--- src/rtl/ara_pkg.sv ---
// Lane-wide types shared by the mask path: vector-instruction IDs, mask beats
// and the indices of the FUs that consume mask beats.
package ara_pkg;

   localparam int unsigned NrVInsn   = 8;
   localparam int unsigned DataWidth = 64;

   typedef logic [$clog2(NrVInsn)-1:0] vid_t;
   typedef logic [DataWidth/8-1:0]     strb_t;

   typedef enum int unsigned {
      MaskFUAlu    = 0,
      MaskFUMFpu   = 1,
      NrMaskFUnits = 2
   } mask_fu_e;

endpackage

--- src/rtl/mask_tag_fifo.sv ---
// Per-FU mask beat buffer: circular FIFO with synchronous flush; the head is
// read straight from the storage registers, so there is no fall-through path.
module mask_tag_fifo #(
   parameter int unsigned Depth = 2,
   parameter type         T     = logic [7:0]
) (
   input  logic clk_i,
   input  logic rst_ni,
   input  logic flush_i,
   input  logic push_i,
   input  T     data_i,
   output logic full_o,
   input  logic pop_i,
   output logic valid_o,
   output T     data_o
);

   localparam int unsigned CntW = $clog2(Depth + 1);
   localparam int unsigned PtrW = (Depth > 1) ? $clog2(Depth) : 1;

   T                mem_q [Depth];
   T                mem_d [Depth];
   logic [PtrW-1:0] wr_ptr_q, wr_ptr_d;
   logic [PtrW-1:0] rd_ptr_q, rd_ptr_d;
   logic [CntW-1:0] cnt_q, cnt_d;
   logic            push, pop;

   function automatic logic [PtrW-1:0] wrap_inc(input logic [PtrW-1:0] p);
      return (p == PtrW'(Depth - 1)) ? '0 : p + 1'b1;
   endfunction

   assign full_o  = (cnt_q == CntW'(Depth));
   assign valid_o = (cnt_q != '0);
   assign data_o  = mem_q[rd_ptr_q];

   always_comb begin
      mem_d    = mem_q;
      wr_ptr_d = wr_ptr_q;
      rd_ptr_d = rd_ptr_q;
      cnt_d    = cnt_q;
      push     = push_i && !full_o;
      pop      = pop_i && valid_o;
      // Flush wins over a same-cycle pop; the upstream already blocks pushes.
      if (flush_i) begin
         wr_ptr_d = '0;
         rd_ptr_d = '0;
         cnt_d    = '0;
      end else begin
         if (push) begin
            mem_d[wr_ptr_q] = data_i;
            wr_ptr_d        = wrap_inc(wr_ptr_q);
         end
         if (pop) begin
            rd_ptr_d = wrap_inc(rd_ptr_q);
         end
         cnt_d = cnt_q + CntW'(push) - CntW'(pop);
      end
   end

   always_ff @(posedge clk_i or negedge rst_ni) begin
      if (!rst_ni) begin
         mem_q    <= '{default: '0};
         wr_ptr_q <= '0;
         rd_ptr_q <= '0;
         cnt_q    <= '0;
      end else begin
         mem_q    <= mem_d;
         wr_ptr_q <= wr_ptr_d;
         rd_ptr_q <= rd_ptr_d;
         cnt_q    <= cnt_d;
      end
   end

endmodule

--- src/rtl/lane_mask_router.sv ---
// Steers each vid-tagged mask beat to the one FU running that masked vinsn,
// buffering per FU; TaggedMode=0 falls back to the plain lane broadcast.
module lane_mask_router
   import ara_pkg::*;
#(
   parameter int unsigned NrFUs      = NrMaskFUnits,
   parameter int unsigned FifoDepth  = 2,
   parameter bit          TaggedMode = 1'b1
) (
   input  logic                clk_i,
   input  logic                rst_ni,
   input  strb_t               mask_i,
   input  vid_t                mask_vid_i,
   input  logic                mask_valid_i,
   output logic                mask_ready_o,
   input  vid_t  [NrFUs-1:0]   fu_vid_i,
   input  logic  [NrFUs-1:0]   fu_vid_valid_i,
   input  logic  [NrFUs-1:0]   fu_flush_i,
   output strb_t [NrFUs-1:0]   fu_mask_o,
   output logic  [NrFUs-1:0]   fu_mask_valid_o,
   input  logic  [NrFUs-1:0]   fu_mask_ready_i,
   output logic                unmatched_o
);

   if (TaggedMode) begin : gen_tagged
      localparam int unsigned IdxW = (NrFUs > 1) ? $clog2(NrFUs) : 1;

      logic [NrFUs-1:0] hit;
      logic [NrFUs-1:0] full;
      logic [NrFUs-1:0] push;
      logic             match;
      logic [IdxW-1:0]  target;

      always_comb begin
         hit    = '0;
         match  = 1'b0;
         target = '0;
         for (int unsigned f = 0; f < NrFUs; f++) begin
            hit[f] = fu_vid_valid_i[f] && (fu_vid_i[f] == mask_vid_i);
            // Lowest index wins should two FUs ever claim the same vid.
            if (hit[f] && !match) begin
               match  = 1'b1;
               target = IdxW'(f);
            end
         end
      end

      // Ready looks only at local FIFO state, never at the FUs' ready inputs.
      assign mask_ready_o = mask_valid_i && match && !full[target] && !fu_flush_i[target];
      assign unmatched_o  = mask_valid_i && !match;

      for (genvar f = 0; f < NrFUs; f++) begin : gen_fifo
         assign push[f] = mask_ready_o && (target == IdxW'(f));

         mask_tag_fifo #(
            .Depth (FifoDepth),
            .T     (strb_t)
         ) i_fifo (
            .clk_i   (clk_i),
            .rst_ni  (rst_ni),
            .flush_i (fu_flush_i[f]),
            .push_i  (push[f]),
            .data_i  (mask_i),
            .full_o  (full[f]),
            .pop_i   (fu_mask_ready_i[f]),
            .valid_o (fu_mask_valid_o[f]),
            .data_o  (fu_mask_o[f])
         );
      end

      a_unique_vid_match: assert property (
         @(posedge clk_i) disable iff (!rst_ni) mask_valid_i |-> $onehot0(hit)
      );
   end else begin : gen_legacy
      logic unused_legacy;

      assign fu_mask_o       = {NrFUs{mask_i}};
      assign fu_mask_valid_o = {NrFUs{mask_valid_i}};
      assign mask_ready_o    = |fu_mask_ready_i;
      assign unmatched_o     = 1'b0;
      assign unused_legacy   = ^{clk_i, rst_ni, mask_vid_i, fu_vid_i, fu_vid_valid_i, fu_flush_i};
   end

endmodule

--- config.mk ---
export PLATFORM = sky130hd
export DESIGN_NAME = lane_mask_router
export DESIGN_NICKNAME = d
export VERILOG_FILES = /design/src/rtl/ara_pkg.sv /design/src/rtl/mask_tag_fifo.sv /design/src/rtl/lane_mask_router.sv
export SDC_FILE = /design/constraint.sdc
export NUM_CORES = 1
export LEC_CHECK = 0
export ABC_CLOCK_PERIOD_IN_PS = 2550
export CAP_MARGIN = 10
export CORE_MARGIN = 2
export CORE_UTILIZATION = 34
export CTS_BUF_LIST = sky130_fd_sc_hd__clkbuf_8
export DETAILED_ROUTE_END_ITERATION = 16
export GPL_TIMING_DRIVEN = 0
export PLACE_DENSITY_LB_ADDON = 0.3
export SETUP_SLACK_MARGIN = 0.2
export SKIP_LAST_GASP = 1
export SYNTH_ARGS = -nofsm -noshare
export SYNTH_HDL_FRONTEND = slang
export SYNTH_SLANG_ARGS = --single-unit
--- constraint.sdc ---
create_clock -name clk_i -period 2.55 [get_ports clk_i]
set_input_delay 0.765 -clock clk_i [delete_from_list [all_inputs] [get_ports clk_i]]
set_output_delay 0.765 -clock clk_i [all_outputs]
set_load 0.05 [all_outputs]
---- Yosys cells after proc, flatten, opt, wreduce, memory -nomap -nowiden ----
Cells that the tools add are included.
storage, ports and cells
  flip-flop bits (word level) ............. 40
  input bits .............................. 26
  output and inout port bits .............. 20
  word-level logic and storage cells ...... 98
cells by class
  add/sub/neg operators ................... 8
  order comparisons ....................... 7
  eq/ne operators ......................... 4
  multiplexer cells ....................... 33
  bitwise gates (word level) .............. 7
  reductions and logical operators ........ 29
operator list
  kind                 number
  $mux 8               8
  $bwmux 16            2
  $mux 1               19
  $demux 8 s1          2
  $logic_and 1x1->1    15
  $reduce_bool 2->1    6
  $ge 2x2->1 const B   4
  $not 1->2            4
  $eq 3x3->1           2
  $logic_not 1->1      6
  $add 1x1->1 const B  4
  $add 2x1->2          2
  $eq 2x2->1 const B   2
  $lt 2x1->1 const B   2
  $mux 2               2
  $reduce_and 2->1     2
  $sub 2x1->2          2
  $not 1->1            3
  $lt 1x2->1 const B   1

---- Logic depth before layout (Yosys ltp) ----
Gate-level depths: netlist of the first run.
  depth after elaboration ................. 16
  mapped depth ............................ 8
  gate-level depth less buffers ........... 8

---- By module ----
A second synthesis of the first run with hierarchy kept.
unflattened totals
  cell total of the unflattened synthesis .. 149
  area, all modules ....................... 1966.9 um^2
by module, submodules not included
  module            times used  cells an instance  area each (um^2)  sequential area each (um^2)
  mask_tag_fifo     2           66                 925.9             500.5
  lane_mask_router  1           17                 115.1             0.0

---- Worst setup path before layout of the first run ----
OpenSTA, ideal clock, no wires.
  path type ............................... input-to-output
  from .................................... input port fu_vid_i[1] (netlist name)
  to ...................................... output port mask_ready_o
  arrival time ............................ 2.184 ns
  setup slack ............................. -0.399 ns
  stages .................................. 4
  path buffers ............................ 0
  cell sequence ........................... xnor2_1 nand4_2 a211o_1 a21oi_1
on the way
  longest elaborated chain between the ends .. 11
  elaborated cells between the ends (all ways) .. 16
RTL lines
  what                                       RTL line                RTL
  from (decl)                                lane_mask_router.sv:16  input vid_t [NrFUs-1:0] fu_vid_i,
  $eq 3x3->1 (*)                             lane_mask_router.sv:39  hit[f] = fu_vid_valid_i[f] && (fu_vid_i[f] == mask_vid_i);
  $logic_and 1x1->1 (*)                      lane_mask_router.sv:39
  $mux 1 (*)                                 lane_mask_router.sv:41  if (hit[f] && !match) begin
  $logic_not 1->1                            lane_mask_router.sv:41
  $logic_and 1x1->1                          lane_mask_router.sv:41
  $mux 1                                     lane_mask_router.sv:41
  $mux 1 (implied by the code) (2 in a row)  lane_mask_router.sv:49  assign mask_ready_o = mask_valid_i && match && !full[target] && !fu_flush_i[target];
  $logic_not 1->1                            lane_mask_router.sv:49
  $logic_and 1x1->1                          lane_mask_router.sv:49
  $logic_and 1x1->1 (*)                      lane_mask_router.sv:49
  to (decl)                                  lane_mask_router.sv:15  output logic mask_ready_o,
Mark *: on every way between the ends. The rest lies on a longest branch, timed or not. The select of a mux whose other input is x is not followed.

---- Worst setup path in the final report of the first run ----
  from .................................... input port mask_vid_i[2]
  to ...................................... output port mask_ready_o
on the way
  longest elaborated chain between the ends .. 11
  elaborated cells between the ends (all ways) .. 18
RTL lines
  what                                       RTL line                RTL
  from (decl)                                lane_mask_router.sv:13  input vid_t mask_vid_i,
  $eq 3x3->1                                 lane_mask_router.sv:39
  $logic_and 1x1->1                          lane_mask_router.sv:39
  $mux 1                                     lane_mask_router.sv:41
  $logic_not 1->1                            lane_mask_router.sv:41
  $logic_and 1x1->1                          lane_mask_router.sv:41
  $mux 1                                     lane_mask_router.sv:41
  $mux 1 (implied by the code) (2 in a row)  lane_mask_router.sv:49
  $logic_not 1->1                            lane_mask_router.sv:49
  $logic_and 1x1->1                          lane_mask_router.sv:49
  $logic_and 1x1->1 (*)                      lane_mask_router.sv:49
Marks and branches as above.

==> results of run 1 <==
flip-flops by register name, summed over array words and instances, names as in the netlist:
signal	flops
gen_tagged.gen_fifo.i_fifo.mem_q	32
gen_tagged.gen_fifo.i_fifo.cnt_q	4
gen_tagged.gen_fifo.i_fifo.rd_ptr_q	2
gen_tagged.gen_fifo.i_fifo.wr_ptr_q	2
per-stage QoR:
stage | TNS (ns) | total power [µW] | cell area (µm²) | util
floorplan | 0 | 1801 | 2072 | -
detailed placement | -13.79 | 2199 | 2628 | 0.4714
finish | 0 | 2717 | 2925 | 0.5248
CTS | -0.03957 | 2756 | 2932 | 0.5259
global route | -0.05058 | 2858 | 2925 | 0.5248
global placement | -26.97 | 2187 | 2613 | 0.4687
how the worst min path moves through the flow:
stage	endpoint	slack (ns)	depth (start not counted)
global placement	gen_tagged.gen_fifo[0].i_fifo.mem_q[2]	0.48	1
CTS	gen_tagged.gen_fifo[1].i_fifo.cnt_q[0]	0.26	1
finish	gen_tagged.gen_fifo[1].i_fifo.cnt_q[0]	0.26	1
floorplan	gen_tagged.gen_fifo[0].i_fifo.cnt_q[0]	0.47	0
global route	gen_tagged.gen_fifo[1].i_fifo.cnt_q[0]	0.25	1
detailed placement	gen_tagged.gen_fifo[0].i_fifo.mem_q[2]	0.49	1
power by group through the flow:
stage	registers (µW)	clock network, µW	logic (µW)
floorplan	814	0	987
global placement	828	0	1360
detailed placement	832	0	1370
CTS	819	560	1380
global route	838	582	1440
finish	821	544	1350
cells in the mapped netlist (all sizes together):
master	number
inv	8
clkbuf	2
or3	1
nor2b	4
a21oi	1
buf	3
o211ai	1
mux2	49
xnor2	11
nor4	1
or2	2
dfrtp	40
o21a	2
nand3	1
xor2	1
nor4b	1
ha	4
nor3	2
nor2	8
a41o	1
a211o	1
and2	3
nand4	3
and4	1
cell type report:
| type | instances | area [µm²] | share of cell area |
|---|---|---|---|
| well taps | 72 | 90.09 | 0.03080 |
| inverters | 8 | 30.03 | 0.01027 |
| repair buffers | 59 | 570.5 | 0.1950 |
| clock buffers | 6 | 82.58 | 0.02823 |
| clock inverters | 2 | 38.79 | 0.01326 |
| plain buffers | 5 | 35.03 | 0.01198 |
| multi-input cells | 98 | 1077 | 0.3683 |
| flip-flops and latches | 40 | 1001 | 0.3422 |
metal layers:
| metal | vias to the layer above | track usage |
|---|---|---|
| met5 | - | 0 |
| met4 | 0 | 0.04407 |
| met3 | 6 | 0.03708 |
| met2 | 24 | 0.2242 |
| met1 | 674 | 0.1828 |
| li1 | 655 | - |
cell families after synthesis:
family | count (synthesis)
mux | 49
flops | 40
simple gates | 27
buf+inv | 13
xor+xnor | 12
compound gates | 6
fa+ha+maj | 4
cell usage in the layout, fill, tap and decap left out, types with 2 or more instances in the layout:
cell             synthesis  routed
xnor2_4                  0       4
nor2_1                   8       6
clkdlybuf4s50_1          0      10
nor2b_1                  4       4
ha_1                     4       4
nand4_1                  2       2
buf_4                    2      13
or2_2                    2       2
clkbuf_8                 0       6
xnor2_1                 11       6
inv_1                    8       7
nor2_4                   0       2
dlygate4sd2_1            0       6
dfrtp_1                 40      40
buf_8                    0       2
mux2_2                  49      48
buf_6                    0       7
buf_12                   0       2
clkdlybuf4s15_2          0      13
o21a_1                   2       2
clkbuf_4                 0       2
and2_1                   3       3
buf_2                    1       8
repair_timing:
action	in CTS	in global routing
buffers inserted	12	1
pin swaps	14	3
endpoints found under the setup margin	54	16
hold buffers	0	0
hold endpoints to repair	0	0
resized for setup	135	11
==> flow_metrics.tcl, run 1 <==
set metrics [dict create \
    rows 27 \
    post-dp-hpwl_um 2876 \
    met3_length_um 129 \
    cp_cell_sequence "buf_6 -> xnor2_4 -> nand4_4 -> a211o_1 -> a21oi_4 -> buf_6" \
    root_buffer "clkbuf_8" \
    synthXorXnorAreaFrac 0.05286 \
    setup_violations 0 \
    cts.sinks 40 \
    synth_top_family_by_area "multiplexers" \
    skew_ns 0.009254 \
    synth.area.top_cells "dfrtp_1, mux2_2, xnor2_1" \
    worst_slack_ns 0.001092 \
    first_pass_iters 3 \
    first_global_vias 1381 \
    htree_levels 2 \
    slowest_stage "a211o_1" \
    area_growth_pct 47.14 \
    postSynthCellCount 151 \
    reg2reg_to "gen_tagged.gen_fifo[0].i_fifo.cnt_q[1]" \
    power_leakage_uw 0.001372 \
    wl_um 4143 \
    routed.top_layer "met4" \
    yosys.area_share.simple 0.08874 \
    maxCapViolCount 0 \
    post-route-period-util 0.9996 \
    reg2regPathDepth 8 \
    syn_area_um2 1988 \
    die_h_um 80.47 \
    crit_path_start "mask_vid_i[2]" \
    fin_crit_ns 2.549 \
    fin_cells 290 \
    reg2reg_slack_ns 0.65 \
    cpPeakStageDelay_ns 0.28 \
    die_area_um2 6475 \
    fmax_mhz 392.3 \
    post-place-ws_ns -1.244 \
    switching_share 0.3991 \
    setup.worst_path.end_class "primary output" \
    grt_max_degree 40 \
    n_fill_cell 500 \
    critical_path_class "in -> out" \
    p_sw_uw 1085 \
    antenna_found_initial 0 \
    vias 1359 \
    required_ns 1.79 \
    cp_num_buf_inv 2 \
    worstSetupStartpointType "primary input" \
    avgViaCountPerCell 4.686 \
    port_buffers 45 \
    m1WireLength_um 1899 \
    grt_pass1_wl_um 6824 \
    cp_max_fo 2 \
    boundaryPins 46 \
    synth_nets 181 \
    ys_types 27 \
    diodes 0 \
    peakVddDrop_mv 0.4552 \
    coreArea_um2 5574 \
    p_int_uw 1633 \
    rr_startpoint "gen_tagged.gen_fifo[0].i_fifo.cnt_q[0]" \
    placed_cells 269 \
    combinationalPowerShare 0.498 \
    nets 247 \
    gp_congestion 0.7317 \
    synth-adder-area-share 0.02517 \
    clock_latency_ns 0.29 \
    power_density_nw_per_um2 928.9 \
    grtUsageTotal 0.1393 \
    synthMuxAreaShare 0.2775 \
    synth_top_area_frac 0.5035 \
    seq_power_share 0.302 \
    relSlewSlack 0.5260 \
    worst_slew_pin_slew_ns 0.7072 \
    cts_inserted_buffers 5 \
    synth_warnings 0 \
    met2WireLength_um 2050 \
    clkPwrFrac 0.200 \
    rsz0062_at_grt "yes" \
    crit_arrival_ns 1.78 \
    outcome "complete, no violations" \
    drc 0 \
    yosys.area.top_type "dfrtp_1" \
    dieWidth_um 80.47 \
    finalMaxSlewViolations 0 \
    hold_path_class "in -> async" \
    cp.depth 6 \
    crit_path_frequent_cell "buf_6" \
    synth_compound_area_frac 0.02329 \
    cts_tree "built" \
    drive_gt1_frac 0.5596 \
    synth_seq_cells 40 \
    grt-ovfl-total 0 \
    holdWs_ns 0.2636 \
    cp_top_family "compound AO/OA/AOI/OAI gates" \
    drtIter0Drc 44 \
    start_util 0.3567 \
    ys_seq_area_frac 0.5035 \
    clk_path_buf_depth 2 \
    drt-wirelength-per-cell_um 14.29 \
    cts.clk_slew.worst_paths_ns 0.07 \
    hold_violations 0 \
    syn_avg_cell_area_um2 13.17 \
    ant_nets 0 \
    crit_end "mask_ready_o" \
]
(Power assumes the default switching activity.)
==> run 2: changes to the inputs <==
--- a/config.mk
+++ b/config.mk
@@ -12,9 +12,11 @@
 export CTS_BUF_LIST = sky130_fd_sc_hd__clkbuf_8
 export DETAILED_ROUTE_END_ITERATION = 16
 export GPL_TIMING_DRIVEN = 0
+export HOLD_SLACK_MARGIN = 0.15
 export PLACE_DENSITY_LB_ADDON = 0.3
 export SETUP_SLACK_MARGIN = 0.2
 export SKIP_LAST_GASP = 1
+export SLEW_MARGIN = 20
 export SYNTH_ARGS = -nofsm -noshare
 export SYNTH_HDL_FRONTEND = slang
 export SYNTH_SLANG_ARGS = --single-unit
==> run 2 against run 1 <==
  * The flow now finishes with violations (negative setup slack)
  * Register-to-register slack about the same
  * Sequential cell count unchanged
  * Clock-buffer cell count unchanged
  * Global-route usage increased by 0.86 points
  * Power decreased by 1.8%
  * Non-clock buffer count increased by 5
  * Highest routed layer unchanged
==> flow_metrics.tcl, run 2 (synthesis gave the netlist of run 1 again) <==
set metrics [dict create \
    port_buffers 45 \
    die_h_um 80.47 \
    diodes 0 \
    fin_crit_ns 2.557 \
    cp_max_fo 2 \
    ant_nets 0 \
    drtIter0Drc 40 \
    grt-ovfl-total 0 \
    power_density_nw_per_um2 889.2 \
    relSlewSlack 0.4869 \
    htree_levels 2 \
    antenna_found_initial 0 \
    first_pass_iters 4 \
    rsz0062_at_grt "yes" \
    slowest_stage "a211o_1" \
    start_util 0.3567 \
    boundaryPins 46 \
    violations "negative setup slack" \
    maxCapViolCount 0 \
    rr_startpoint "gen_tagged.gen_fifo[0].i_fifo.cnt_q[0]" \
    rows 27 \
    reg2reg_slack_ns 0.66 \
    reg_top3 "gen_tagged.gen_fifo.i_fifo.mem_q (32), gen_tagged.gen_fifo.i_fifo.cnt_q (4)" \
    place_area_um2 2628 \
    first_global_vias 1398 \
    setup.worst_path.end_class "primary output" \
    postCtsHoldBufs 0 \
    reg2reg_to "gen_tagged.gen_fifo[0].i_fifo.cnt_q[1]" \
    skew_ns 0.004059 \
    drt-wirelength-per-cell_um 15.43 \
    cp_cell_sequence "buf_4 -> xnor2_4 -> nand4_4 -> a211o_1 -> a21oi_4 -> buf_6" \
    gp_congestion 0.7317 \
    clock_latency_ns 0.30 \
    clk_path_buf_depth 2 \
    worstSetupStartpointType "primary input" \
    drive_gt1_frac 0.5830 \
    post-route-period-util 1.003 \
    setup_violations 1 \
    cts.clk_slew.worst_paths_ns 0.07 \
    coreArea_um2 5574 \
    peakVddDrop_mv 0.5309 \
    outcome "complete, but fails checks" \
    die_area_um2 6475 \
    grtUsageTotal 0.1479 \
    max_flop_register "gen_tagged.gen_fifo.i_fifo.mem_q" \
    avgViaCountPerCell 4.776 \
    critical_path_class "in -> out" \
    cts.sinks 40 \
    finalInstanceArea_um2 3000 \
    finalMaxSlewViolations 0 \
    layout_commonest_cell "mux2_2" \
    fin_cells 295 \
    worst_slack_ns -0.007114 \
    cts_inserted_buffers 5 \
    wl_um 4552 \
    grt_max_degree 33 \
    setup-tns-final_ns -0.007114 \
    vias 1409 \
    cts_tree "built" \
    root_buffer "clkbuf_8" \
    power_leakage_uw 0.001404 \
    hold_violations 0 \
    largest_register_ffs 32 \
    nets 252 \
    fmax_mhz 391.1 \
    hold_path_class "in -> async" \
    post-dp-hpwl_um 2903 \
    required_ns 1.79 \
    reg2regPathDepth 8 \
    cpPeakStageDelay_ns 0.28 \
    most-common-layout-cells "mux2_2, dfrtp_1, buf_4, buf_6, clkdlybuf4s15_2" \
    dieWidth_um 80.47 \
    drc 0 \
    utilization 0.5383 \
    grt_pass1_wl_um 7182 \
    area_growth_pct 50.91 \
    crit_arrival_ns 1.79 \
    placed_cells 269 \
    total_power_uw 2668 \
    worst_slew_pin_slew_ns 0.7654 \
]
[run 2: cell count changes in the layout (fill, tap and decap cells not counted), sizes merged]
cell | previous run | this run
dlygate4sd2 | 6 | 5
buf | 32 | 37
bufinv | 1 | 0
clkbuf | 9 | 10
clkinv | 1 | 0
clkinvlp | 0 | 2
[run 2: worst max path at each step]
stage / startpoint / to / slack [ns] / cells after the start
after floorplan: fu_vid_i[2] / mask_ready_o / 0.03 / 4
after global placement: mask_vid_i[0] / mask_ready_o / -1.21 / 6
after detailed placement: mask_vid_i[0] / mask_ready_o / -1.24 / 6
after CTS: fu_vid_i[3] / mask_ready_o / -0.04 / 6
after global routing: fu_vid_i[4] / mask_ready_o / -0.06 / 6
final: fu_vid_i[0] / mask_ready_o / -0.007 / 6
[run 2: repair_timing]
action | 4_1_cts | 5_1_grt
pin swaps | 14 | 7
buffers inserted | 16 | 2
endpoints found under the setup margin | 54 | 23
gates resized for setup | 139 | 25
[run 2: area by class of cell]
type | instances | area, µm²
clock inverters | 2 | 15.01
well taps | 72 | 90.09
flip-flops and latches | 40 | 1001
clock buffers | 6 | 82.58
multi-input cells | 98 | 1117
fillers | 478 | 2574
inverters | 8 | 30.03
repair buffers | 64 | 629.4
plain buffers | 5 | 35.03
[run 2: worst max-delay path, delay by kind of cell]
family,cells,cell delay (ns)
buf+inv,2,0.30
simple gates,1,0.10
compound gates,2,0.42
xor+xnor,1,0.20
[run 2: report_power, final]
part           internal, µW  total [µW]  switching, µW
Sequential              758         823           64.3
Combinational           587        1400            815
Clock                   219         443            224
[run 2: layer usage]
metal | share of wire | GRT usage
met1 | 0.45 | 0.2052
met2 | 0.50 | 0.2250
met3 | 0.035 | 0.03371
met4 | 0.020 | 0.05593
met5 | 0 | 0
[run 2: metrics by stage]
stage               setup slack, ns  hold WS (ns)
CTS                        -0.03542        0.3389
floorplan                   0.03274        0.4694
global route               -0.06198        0.3503
global placement             -1.210        0.4829
finish                    -0.007114        0.3404
detailed placement           -1.239        0.4878
==> run 3: changes to the inputs <==
--- a/config.mk
+++ b/config.mk
@@ -5,15 +5,13 @@
 export SDC_FILE = /design/constraint.sdc
 export NUM_CORES = 1
 export LEC_CHECK = 0
-export ABC_CLOCK_PERIOD_IN_PS = 2550
 export CAP_MARGIN = 10
 export CORE_MARGIN = 2
-export CORE_UTILIZATION = 34
+export CORE_UTILIZATION = 30
 export CTS_BUF_LIST = sky130_fd_sc_hd__clkbuf_8
 export DETAILED_ROUTE_END_ITERATION = 16
 export GPL_TIMING_DRIVEN = 0
 export HOLD_SLACK_MARGIN = 0.15
-export PLACE_DENSITY_LB_ADDON = 0.3
 export SETUP_SLACK_MARGIN = 0.2
 export SKIP_LAST_GASP = 1
 export SLEW_MARGIN = 20
==> run 3 against run 2 <==
  * Via count fell by 5.5%
  * Setup slack improved by 0.024 ns
  * Final area fell by 4.9%
  * The flow now finishes without violations
  * Critical endpoint unchanged
  * Sequential power barely moved
  * Combinational power fell by 6%
  * Critical path type unchanged
  * Sequential cell count did not move
  * Clock power rose by 18%
==> flow_metrics.tcl, run 3 (synthesis gave the netlist of run 1 again) <==
set metrics [dict create \
    outcome "complete, no violations" \
    root_buffer "clkbuf_8" \
    worstSetupStartpointType "primary input" \
    crit_arrival_ns 1.77 \
    relSlewSlack 0.4573 \
    cts.clk_slew.worst_paths_ns 0.08 \
    avgViaCountPerCell 4.606 \
    grt_pass1_wl_um 6920 \
    post-dp-hpwl_um 3029 \
    vias 1331 \
    ant_nets 0 \
    first_pass_iters 4 \
    layout_commonest_cell "mux2_2" \
    most-common-layout-cells "mux2_2, dfrtp_1, buf_2" \
    gp_congestion 0.6768 \
    cts.sinks 40 \
    grt_max_degree 24 \
    antenna_found_initial 0 \
    hold_path_class "in -> async" \
    worst_slack_ns 0.01700 \
    hold_violations 0 \
    clk_path_buf_depth 2 \
    maxCapViolCount 0 \
    peakVddDrop_mv 0.4062 \
    start_util 0.3113 \
    finalInstanceArea_um2 2854 \
    utilization 0.4469 \
    drt-wirelength-per-cell_um 14.11 \
    coreArea_um2 6386 \
    boundaryPins 46 \
    drtIter0Drc 28 \
    diodes 0 \
    fmax_mhz 394.8 \
    cts_tree "built" \
    area_growth_pct 43.55 \
    dieWidth_um 85.41 \
    cp_max_fo 2 \
    nets 241 \
    worst_slew_pin_slew_ns 0.8097 \
    power_leakage_uw 0.001352 \
    rsz0062_at_grt "yes" \
    drive_gt1_frac 0.5519 \
    required_ns 1.79 \
    fin_crit_ns 2.533 \
    largest_register_ffs 32 \
    grtUsageTotal 0.1242 \
    rows 29 \
    power_density_nw_per_um2 930.0 \
    finalMaxSlewViolations 0 \
    critical_path_class "in -> out" \
    place_area_um2 2641 \
    skew_ns 0.005793 \
    reg_top3 "gen_tagged.gen_fifo.i_fifo.mem_q (32), gen_tagged.gen_fifo.i_fifo.cnt_q (4)" \
    drc 0 \
    max_flop_register "gen_tagged.gen_fifo.i_fifo.mem_q" \
    setup_violations 0 \
    die_area_um2 7294 \
    cts_inserted_buffers 5 \
    first_global_vias 1463 \
    htree_levels 2 \
    wl_um 4078 \
    grt-ovfl-total 0 \
    port_buffers 45 \
    setup.worst_path.end_class "primary output" \
    clock_latency_ns 0.29 \
    post-place-ws_ns -1.207 \
    postCtsHoldBufs 0 \
    post-route-period-util 0.9933 \
    die_h_um 85.41 \
]
-- run 3: worst paths after layout --
check,startpoint,to,slack [ns],depth (start not counted)
max,fu_vid_i[1],mask_ready_o,0.02,6
min,rst_ni,gen_tagged.gen_fifo[0].i_fifo.cnt_q[1],0.45,1
max reg2reg,gen_tagged.gen_fifo[0].i_fifo.cnt_q[0],gen_tagged.gen_fifo[0].i_fifo.cnt_q[1],0.67,8
min reg2reg,gen_tagged.gen_fifo[0].i_fifo.mem_q[1],gen_tagged.gen_fifo[0].i_fifo.mem_q[1],0.50,1
max in group asynchronous,rst_ni,gen_tagged.gen_fifo[1].i_fifo.cnt_q[0],1.61,2
min in group clk_i,gen_tagged.gen_fifo[0].i_fifo.mem_q[1],gen_tagged.gen_fifo[0].i_fifo.mem_q[1],0.50,1
-- run 3: worst max-delay path, cell delays in order --
cell	delay (ns)
buf_2	0.13
xnor2_4	0.20
nand4_4	0.09
a211o_1	0.27
a21oi_4	0.15
buf_8	0.16
-- run 3: power by group --
group	internal, µW	switching [µW]
logic	514	798
registers	758	62.8
clock network	295	227
total	1570	1090
-- run 3: area by class of cell --
| cell class | instances | area [µm²] |
|---|---|---|
| sequential | 40 | 1001 |
| timing repair buffer | 53 | 494.2 |
| clock buffer | 5 | 68.82 |
| clock inverter | 3 | 47.55 |
| tap | 77 | 96.34 |
| inverter | 8 | 30.03 |
| multi-input combinational | 98 | 1081 |
| fill | 605 | 3532 |
| buffer | 5 | 35.03 |
-- run 3: per-stage QoR --
stage	total power (µW)	setup TNS (ns)	std cells	hold slack, ns
after floorplan	1801	0	151	0.4694
after detailed placement	2214	-15.01	274	0.4895
final	2654	0	289	0.4490
after CTS	2741	-0.004315	289	0.4681
after global routing	2807	-0.02765	289	0.4920
after global placement	2192	-27.74	273	0.4821
-- run 3: repair_timing --
item | in CTS | in global routing
endpoints found under the setup margin | 53 | 20
pin swaps | 13 | 4
setup buffers | 7 | 0
gates resized for setup | 137 | 25
-- run 3: metal layers --
layer	wire length (µm)	vias up	global-route usage
li1	-	653	-
met1	1770	648	0.1520
met2	2079	25	0.2124
met3	182	5	0.03696
met4	45	0	0.03463
met5	0	-	0
==> patch, RTL diff (flow settings as in run 2) <==
Set the package constant `NrVInsn` to 32 (it was 8).
--- a/src/rtl/ara_pkg.sv
+++ b/src/rtl/ara_pkg.sv
@@ -2,7 +2,7 @@
 // and the indices of the FUs that consume mask beats.
 package ara_pkg;
 
-   localparam int unsigned NrVInsn   = 8;
+   localparam int unsigned NrVInsn   = 32;
    localparam int unsigned DataWidth = 64;
 
    typedef logic [$clog2(NrVInsn)-1:0] vid_t;
Interface: changed (resized fu_vid_i and mask_vid_i); port bits go from 46 to 52. No check against the original RTL was run, so the function may have changed too.
==> patch against run 2 <==
The run still ends with negative setup slack left; worst hold slack better by 88 ps; sequential cell count unchanged; via count up 0.14%; setup slack worse by 190 ps; final area down 5.3%; synthesized area up 3.8%; wire length down 9.4%; largest cell class unchanged; highest routed layer unchanged.
Power is not compared: it rests on default switching activity, and its combinational part moved more than twofold at a synthesized area within 25%.
==> patch: results (changes against run 2) <==
[outcome]
outcome = finished with violations  ; unchanged
violations = negative setup slack  ; unchanged

[timing]
setup_viol = 2  ; was 1
holdWs_ps = 428.4  ; was 340.4 ps
setup_ws_ps = -197.5  ; was -7.114 ps
slew_headroom_pct = 62.38  ; was 48.69%
tns_ps = -244.6  ; was -7.114 ps

[global_route]
grt.met3_usage_pct = 4.286  ; was 3.371%
grt_pass1_wl_mm = 6.665  ; was 7.182 mm
gr-usage-met1_pct = 16.68  ; was 20.52%
grt_usage_pct = 13.36  ; was 14.79%

[finish]
buffers = 66  ; was 69
multi_input_gates = 103  ; was 98
multi_input_area_share_pct = 36.90  ; was 37.24%
fin_nets = 258  ; was 252
fillers = 560  ; was 478
layout.nonclk_buf_share_pct = 19.33  ; was 22.14%

[synthesis]
ys_seq_area_share_pct = 48.51  ; was 50.35%
syn_nets = 193  ; was 181
synth_xor_area_share_pct = 7.216  ; was 5.286%
synth_mux_area_share_pct = 27.65  ; was 27.75%
synth_compound_area_share_pct = 2.062  ; was 2.329%
syn_avg_cell_area_sq_um = 13.14  ; was 13.17 sq um
synth.area.top_cells = dfrtp_1 49%, mux2_2 21%, mux2_4 5.8%, xnor2_1 5.5%, ha_1 2.4%  ; was dfrtp_1 50%, mux2_2 28%, xnor2_1 4.8%, ha_1 2.5%, inv_1 1.5%
synth.distinct_cells = 31  ; was 27

[drt]
wl_mm = 4.126  ; was 4.552 mm
dr_wl_met2_mm = 1.920  ; was 2.254 mm
wl_met1_mm = 1.927  ; was 2.046 mm
viasPerCell = 4.735  ; was 4.776

[placed_design]
gp_congestion = 0.7441  ; was 0.7317
place_hpwl_mm = 2.942  ; was 2.903 mm
placed_area_sq_mm = 0.002695  ; was 0.002628 sq mm

[floorplanning]
die_area_sq_mm = 0.006708  ; was 0.006475 sq mm

[worst_setup_path]
worst_path_max_delay_cell = or3_4  ; was a211o_1
r2r-start = gen_tagged.gen_fifo[0].i_fifo.cnt_q[1]  ; was gen_tagged.gen_fifo[0].i_fifo.cnt_q[0]

[patch: cell count changes after synthesis, moves of 2 or more]
cell	delta
mux2_2	-11
nand2_1	+3
inv_1	-2
or3_2	+2
nor2_1	-2
o21a_1	-2
nor2b_1	-2
mux2_4	+8
xnor2_1	+2
xor2_1	+3
a21oi_1	+3
mux2_1	+2
[patch: kinds of logic (layout without fill, tap and decap cells)]
| group | after synthesis | count (layout) |
|---|---|---|
| muxes | 48 | 48 |
| adders and majority gates | 4 | 4 |
| DFF | 40 | 40 |
| xor gates and xnor gates | 17 | 17 |
| and+or+nand+nor | 27 | 27 |
| AOI/OAI and AO/OA | 7 | 7 |
| buffers and inverters | 14 | 80 |
[patch: through the flow]
step,utilization [%],setup slack [ps]
2_1_floorplan,-,-126.4
3_3_place_gp,45.41,-1307
3_5_place_dp,45.79,-1292
4_1_cts,48.66,-243.9
5_1_grt,48.28,-240.1
6_report,48.28,-197.5
